$ cat src/rtl/pof_stream_pkg.sv
// Shared types and arithmetic helpers for the pof stream blocks.
package pof_stream_pkg;

    typedef enum logic {
        IDLE  = 1'b0,
        ACCUM = 1'b1
    } win_state_t;

    // Signed overflow from operand and result sign bits, so it works at any width.
    function automatic logic signed_add_ovf(input logic a_sign,
                                            input logic b_sign,
                                            input logic sum_sign);
        return (a_sign == b_sign) && (sum_sign != a_sign);
    endfunction

    function automatic logic [63:0] sat_inc(input logic [63:0] count,
                                            input logic [63:0] max_val);
        return (count >= max_val) ? max_val : count + 64'd1;
    endfunction

endpackage

$ cat src/rtl/stream_result_reg.sv
// Single-entry result holding register; owns result-valid and the upstream ready equation.
module stream_result_reg #(
    parameter int ACC_WIDTH   = 32,
    parameter int COUNT_WIDTH = 16
) (
    input  logic                   clk,
    input  logic                   rst_n,
    input  logic                   load_i,
    input  logic [ACC_WIDTH-1:0]   data_i,
    input  logic [COUNT_WIDTH-1:0] count_i,
    input  logic                   ovf_i,
    input  logic                   rtr_i,
    output logic                   ready_o,
    output logic                   rts_o,
    output logic [ACC_WIDTH-1:0]   data_o,
    output logic [COUNT_WIDTH-1:0] count_o,
    output logic                   ovf_o
);

    logic                   rts_q,   rts_d;
    logic [ACC_WIDTH-1:0]   data_q,  data_d;
    logic [COUNT_WIDTH-1:0] count_q, count_d;
    logic                   ovf_q,   ovf_d;

    // A load can only arrive when ready_o is high, so it never overwrites a held result.
    assign ready_o = ~rts_q | rtr_i;

    always_comb begin
        rts_d   = load_i | (rts_q & ~rtr_i);
        data_d  = data_q;
        count_d = count_q;
        ovf_d   = ovf_q;
        if (load_i) begin
            data_d  = data_i;
            count_d = count_i;
            ovf_d   = ovf_i;
        end
    end

    always_ff @(posedge clk or negedge rst_n) begin
        if (!rst_n) begin
            rts_q   <= 1'b0;
            data_q  <= '0;
            count_q <= '0;
            ovf_q   <= 1'b0;
        end else begin
            rts_q   <= rts_d;
            data_q  <= data_d;
            count_q <= count_d;
            ovf_q   <= ovf_d;
        end
    end

    assign rts_o   = rts_q;
    assign data_o  = data_q;
    assign count_o = count_q;
    assign ovf_o   = ovf_q;

endmodule

$ cat src/rtl/stream_window_accumulator.sv
// Sums signed beats from sow to eow inclusive and emits one {sum, count, ovf} result per window.
//   state | meaning
//   IDLE  | no window open; only a sow beat is legal
//   ACCUM | window open; accumulating until eow
module stream_window_accumulator
    import pof_stream_pkg::*;
#(
    parameter int DATA_WIDTH  = 16,
    parameter int ACC_WIDTH   = 32,
    parameter int COUNT_WIDTH = 16
) (
    input  logic                   clk,
    input  logic                   rst_n,
    output logic                   rtr_o,
    input  logic                   rts_i,
    input  logic                   sow_i,
    input  logic                   eow_i,
    input  logic [DATA_WIDTH-1:0]  data_i,
    input  logic                   rtr_i,
    output logic                   rts_o,
    output logic                   sow_o,
    output logic                   eow_o,
    output logic [ACC_WIDTH-1:0]   data_o,
    output logic [COUNT_WIDTH-1:0] count_o,
    output logic                   ovf_o,
    output logic                   err_o
);

    localparam logic [COUNT_WIDTH-1:0] CNT_MAX = '1;
    localparam logic [COUNT_WIDTH-1:0] CNT_ONE = COUNT_WIDTH'(1);

    win_state_t             state_q, state_d;
    logic [ACC_WIDTH-1:0]   acc_q,   acc_d;
    logic [COUNT_WIDTH-1:0] cnt_q,   cnt_d;
    logic                   flag_q,  flag_d;
    logic                   err_q,   err_d;

    logic                   accept;
    logic [ACC_WIDTH-1:0]   ext;
    logic [ACC_WIDTH-1:0]   sum;
    logic                   ovf_beat;
    logic [COUNT_WIDTH-1:0] cnt_inc;

    logic                   load;
    logic [ACC_WIDTH-1:0]   res_data;
    logic [COUNT_WIDTH-1:0] res_cnt;
    logic                   res_ovf;

    assign accept   = rts_i & rtr_o;
    assign ext      = ACC_WIDTH'($signed(data_i));
    assign sum      = acc_q + ext;
    assign ovf_beat = signed_add_ovf(acc_q[ACC_WIDTH-1], ext[ACC_WIDTH-1], sum[ACC_WIDTH-1]);
    assign cnt_inc  = COUNT_WIDTH'(sat_inc(64'(cnt_q), 64'(CNT_MAX)));

    always_comb begin
        state_d  = state_q;
        acc_d    = acc_q;
        cnt_d    = cnt_q;
        flag_d   = flag_q;
        err_d    = err_q;
        load     = 1'b0;
        res_data = sum;
        res_cnt  = cnt_inc;
        res_ovf  = flag_q | ovf_beat;
        if (accept) begin
            if (sow_i) begin
                // A sow inside an open window abandons it and restarts from this beat.
                if (state_q == ACCUM) begin
                    err_d = 1'b1;
                end
                if (eow_i) begin
                    load     = 1'b1;
                    res_data = ext;
                    res_cnt  = CNT_ONE;
                    res_ovf  = 1'b0;
                    state_d  = IDLE;
                end else begin
                    acc_d   = ext;
                    cnt_d   = CNT_ONE;
                    flag_d  = 1'b0;
                    state_d = ACCUM;
                end
            end else if (state_q == IDLE) begin
                err_d = 1'b1;
            end else if (eow_i) begin
                load    = 1'b1;
                state_d = IDLE;
            end else begin
                acc_d  = sum;
                cnt_d  = cnt_inc;
                flag_d = flag_q | ovf_beat;
            end
        end
    end

    always_ff @(posedge clk or negedge rst_n) begin
        if (!rst_n) begin
            state_q <= IDLE;
            acc_q   <= '0;
            cnt_q   <= '0;
            flag_q  <= 1'b0;
            err_q   <= 1'b0;
        end else begin
            state_q <= state_d;
            acc_q   <= acc_d;
            cnt_q   <= cnt_d;
            flag_q  <= flag_d;
            err_q   <= err_d;
        end
    end

    stream_result_reg #(
        .ACC_WIDTH   (ACC_WIDTH),
        .COUNT_WIDTH (COUNT_WIDTH)
    ) u_result (
        .clk     (clk),
        .rst_n   (rst_n),
        .load_i  (load),
        .data_i  (res_data),
        .count_i (res_cnt),
        .ovf_i   (res_ovf),
        .rtr_i   (rtr_i),
        .ready_o (rtr_o),
        .rts_o   (rts_o),
        .data_o  (data_o),
        .count_o (count_o),
        .ovf_o   (ovf_o)
    );

    assign sow_o = rts_o;
    assign eow_o = rts_o;
    assign err_o = err_q;

endmodule

$ cat config.mk
export PLATFORM = sky130hd
export DESIGN_NAME = stream_window_accumulator
export DESIGN_NICKNAME = d
export VERILOG_FILES = /design/src/rtl/pof_stream_pkg.sv /design/src/rtl/stream_result_reg.sv /design/src/rtl/stream_window_accumulator.sv
export SDC_FILE = /design/constraint.sdc
export NUM_CORES = 1
export LEC_CHECK = 0
export CAP_MARGIN = 15
export CELL_PAD_IN_SITES_DETAIL_PLACEMENT = 0
export CELL_PAD_IN_SITES_GLOBAL_PLACEMENT = 1
export CORE_UTILIZATION = 40
export CTS_CLUSTER_DIAMETER = 60
export DETAILED_ROUTE_END_ITERATION = 8
export GPL_TIMING_DRIVEN = 1
export PLACE_DENSITY_LB_ADDON = 0.1
export RECOVER_POWER = 50
export SKIP_CTS_REPAIR_TIMING = 1
export SYNTH_ARGS = -nofsm -noshare
export SYNTH_HDL_FRONTEND = slang
export SYNTH_HIERARCHICAL = 1
export SYNTH_SLANG_ARGS = --single-unit
$ cat constraint.sdc
create_clock -name clk -period 2.75 [get_ports clk]
set_input_delay 0.825 -clock clk [delete_from_list [all_inputs] [get_ports clk]]
set_output_delay 0.825 -clock clk [all_outputs]
set_load 0.02 [all_outputs]
==> insert_results.sql <==
INSERT INTO impl_metrics (metric_group, metric, value, unit) VALUES
('synthesis', 'synthesis.nets', '746', ''),
('clock_network', 'h_tree_depth', '3', ''),
('cells_and_area', 'final_common_cell', 'buf_4', ''),
('status', 'outcome', 'complete, but fails checks', ''),
('clock_network', 'cts_num_sinks', '101', ''),
('synthesis', 'synth.yosys.warnings', '6', ''),
('floorplan', 'initial_core_util', '0.413', ''),
('floorplan', 'core_area', '16000', 'µm²'),
('timing', 'final_setup_vio_count', '15', ''),
('synthesis', 'synth_edf_count', '0', ''),
('floorplan', 'row_count', '46', ''),
('timing', 'slew_violations', '32', ''),
('routing', 'drt_wl_total', '18500', 'µm'),
('critical_path', 'critical-path-max-stage-delay', '0.43', 'ns'),
('timing', 'finalCriticalPeriod', '2.94', 'ns'),
('floorplan', 'io-pin-count', '76', ''),
('timing', 'finalHoldViolations', '0', ''),
('grt', 'vias_in_the_first_global_route', '5944', ''),
('cells_and_area', 'multiInputGateArea', '4370', 'µm²'),
('synthesis', 'post_synthesis_mux_area_share', '0.116', ''),
('routing', 'drt_first_pass_iters', '4', ''),
('synthesis', 'async_reset_ff_frac', '1.00', ''),
('pwr', 'ir_worst_vdd', '0.449', 'mV'),
('critical_path', 'worstSetupPathType', 'in2reg', ''),
('critical_path', 'critical_path.top_delay_family', 'compound AO/OA/AOI/OAI gates', ''),
('critical_path', 'required_time_of_the_worst_setup_path', '3.00', 'ns'),
('clock_network', 'cts_buffers', '9', ''),
('cells_and_area', 'antenna-diode-count', '0', ''),
('cells_and_area', 'finish.net_count', '945', ''),
('routing', 'routed_via_density', '5.22', ''),
('place', 'pre_cts_ws', '-1.17', 'ns'),
('synthesis', 'syn_area_per_cell', '9.58', 'µm²'),
('critical_path', 'rr_startpoint', 'acc_q[2]$_DFFE_PN0P_', ''),
('synthesis', 'synth_xor_xnor_area_share', '0.0557', ''),
('synthesis', 'synth.yosys.seq_area_share', '0.383', ''),
('routing', 'post_drt_wl_per_cell', '16.7', 'µm'),
('pwr', 'fin_total_pwr', '10000', 'µW'),
('synthesis', 'synth_cells', '690', ''),
('pwr', 'pwr_density_cell', '1050', 'nW/µm²'),
('synthesis', 'synthSimpleGateAreaFrac', '0.122', ''),
('cells_and_area', 'post_layout_nonfiller_instances', '1110', ''),
('timing', 'timing.final.ws_setup', '-0.192', 'ns'),
('grt', 'global_route.usage.total', '0.221', ''),
('grt', 'grt_pass1_wl', '29300', 'µm'),
('cells_and_area', 'most_used_cells_in_the_layout_excluding_fill_and_tap_cells', 'buf_4, dfrtp_1, a21oi_1', ''),
('cells_and_area', 'number_of_inserted_filler_cells_in_the_final_layout', '1425', ''),
('floorplan', 'die_footprint', '17000', 'µm²'),
('synthesis', 'post_synth_instance_area', '6610', 'µm²'),
('critical_path', 'kind_of_capture_point_of_the_worst_setup_path', 'register', ''),
('cells_and_area', 'areaGrowthSynthToFinish', '43.9', '%'),
('worst_hold_path', 'worstHoldStart', 'err_o$_DFFE_PN0P_', ''),
('clock_network', 'worst_setup_hold_path_clk_slew', '0.07', 'ns'),
('status', 'failed_checks', 'max-capacitance violations, max-slew violations, negative setup slack', ''),
('synthesis', 'dominant_combinational_cell_family_by_area_after_synthesis', 'compound AO/OA/AOI/OAI gates', ''),
('worst_hold_path', 'hold_class', 'reg2reg', ''),
('routing', 'drt_iter0_drc', '235', ''),
('synthesis', 'synth_compound_gate_area_share', '0.212', ''),
('critical_path', 'critical_path_buf_inv_count', '1', ''),
('clock_network', 'clockBufferDepth', '2', ''),
('clock_network', 'clk_latency', '0.36', 'ns'),
('timing', 'worst_pin_slew', '1.75', 'ns'),
('critical_path', 'crit_path_frequent_cell', 'a31oi_4', ''),
('timing', 'maxClockFrequency', '340', 'MHz'),
('job', 'max_cap_violations', '1', ''),
('pwr', 'p_leak', '0.00431', 'µW'),
('timing', 'fin_worst_skew', '0.00909', 'ns'),
('critical_path', 'worst_path_max_delay_cell', 'o41ai_4', ''),
('critical_path', 'crit_start', 'data_i[2]', ''),
('synthesis', 'yosys_most_used_dff', 'dfrtp_1', ''),
('routing', 'remaining_drc_errors', '0', ''),
('floorplan', 'die_y', '131', 'µm');
==> layout make-up <==
class / instances / area share
multi-input combinational: 536 / 0.459
sequential: 101 / 0.266
timing repair buffer: 228 / 0.211
tap: 216 / 0.0284
clock buffer: 9 / 0.0237
clock inverter: 7 / 0.00697
inverter: 13 / 0.00513
==> stage by stage <==
| step | hold slack, ns | cell area [µm²] | utilization |
|---|---|---|---|
| floorplan | 0.454 | 6820 | - |
| global placement | 0.464 | 8740 | 0.546 |
| detailed placement | 0.475 | 8740 | 0.546 |
| CTS | 0.398 | 9030 | 0.565 |
| global route | 0.506 | 9510 | 0.594 |
| finish | 0.498 | 9510 | 0.594 |
==> state kept, by name (all words and copies together), names as in the netlist <==
name,cells
err_o,1
state_q,1
u_result/ovf_o,1
u_result/data_o,32
acc_q,32
u_result/count_o,16
flag_q,1
cnt_q,16
u_result/rts_o,1
==> worst paths after layout <==
check	endpoint	slack [ns]	cells after the start
hold reg to reg	err_o$_DFFE_PN0P_	0.50	1
max in group asynchronous	cnt_q[0]$_DFFE_PN0P_	0.31	2
min in group asynchronous	u_result/data_o[7]$_DFFE_PN0P_	0.91	1
hold / removal	err_o$_DFFE_PN0P_	0.50	1
setup / recovery	u_result/data_o[31]$_DFFE_PN0P_	-0.19	12
setup reg to reg	u_result/data_o[31]$_DFFE_PN0P_	-0.06	11
==> cell families (layout without fill, tap and decap cells) <==
family                     count (synthesis)  count (layout)
buffers and inverters                     53             257
muxes                                     52              52
adders and majority gates                 34              34
and+or+nand+nor                          177             177
DFF                                      101             101
xor gates and xnor gates                  42              42
AOI/OAI and AO/OA                        231             231
==> cells in the mapped netlist, drive strengths merged, types with 3 or more instances <==
cell type  number  area, µm²
o22a            7       61.3
nor2           47        181
nand3          24        125
inv            12       45.0
buf            15        160
a21oi          93        473
nor3            5       25.0
mux2           50        747
clkbuf         25       93.8
nand2b          8       50.1
o21a            4       30.0
o21ai          70        350
and3           14       87.6
xnor2          21        184
a21boi          3       22.5
ha             33        413
a21o           15        113
xor2           21        184
a211oi          6       50.1
dfrtp         101       2530
nand2          68        258
o211ai          5       42.5
a31oi          15        115
==> routing by layer <==
layer,share of wire,wire length [µm],track usage
met2,0.50,9260,0.392
met3,0.034,627,0.0432
met1,0.45,8340,0.276
met4,0.014,261,0.0527
met5,0,0,0
==> where the power goes <==
group	switching, µW	total, µW	internal [µW]
Clock	654	1290	639
Sequential	396	2400	2010
Combinational	2880	6310	3430
Total	3930	10000	6080
Power figures use the tool's default switching activity.
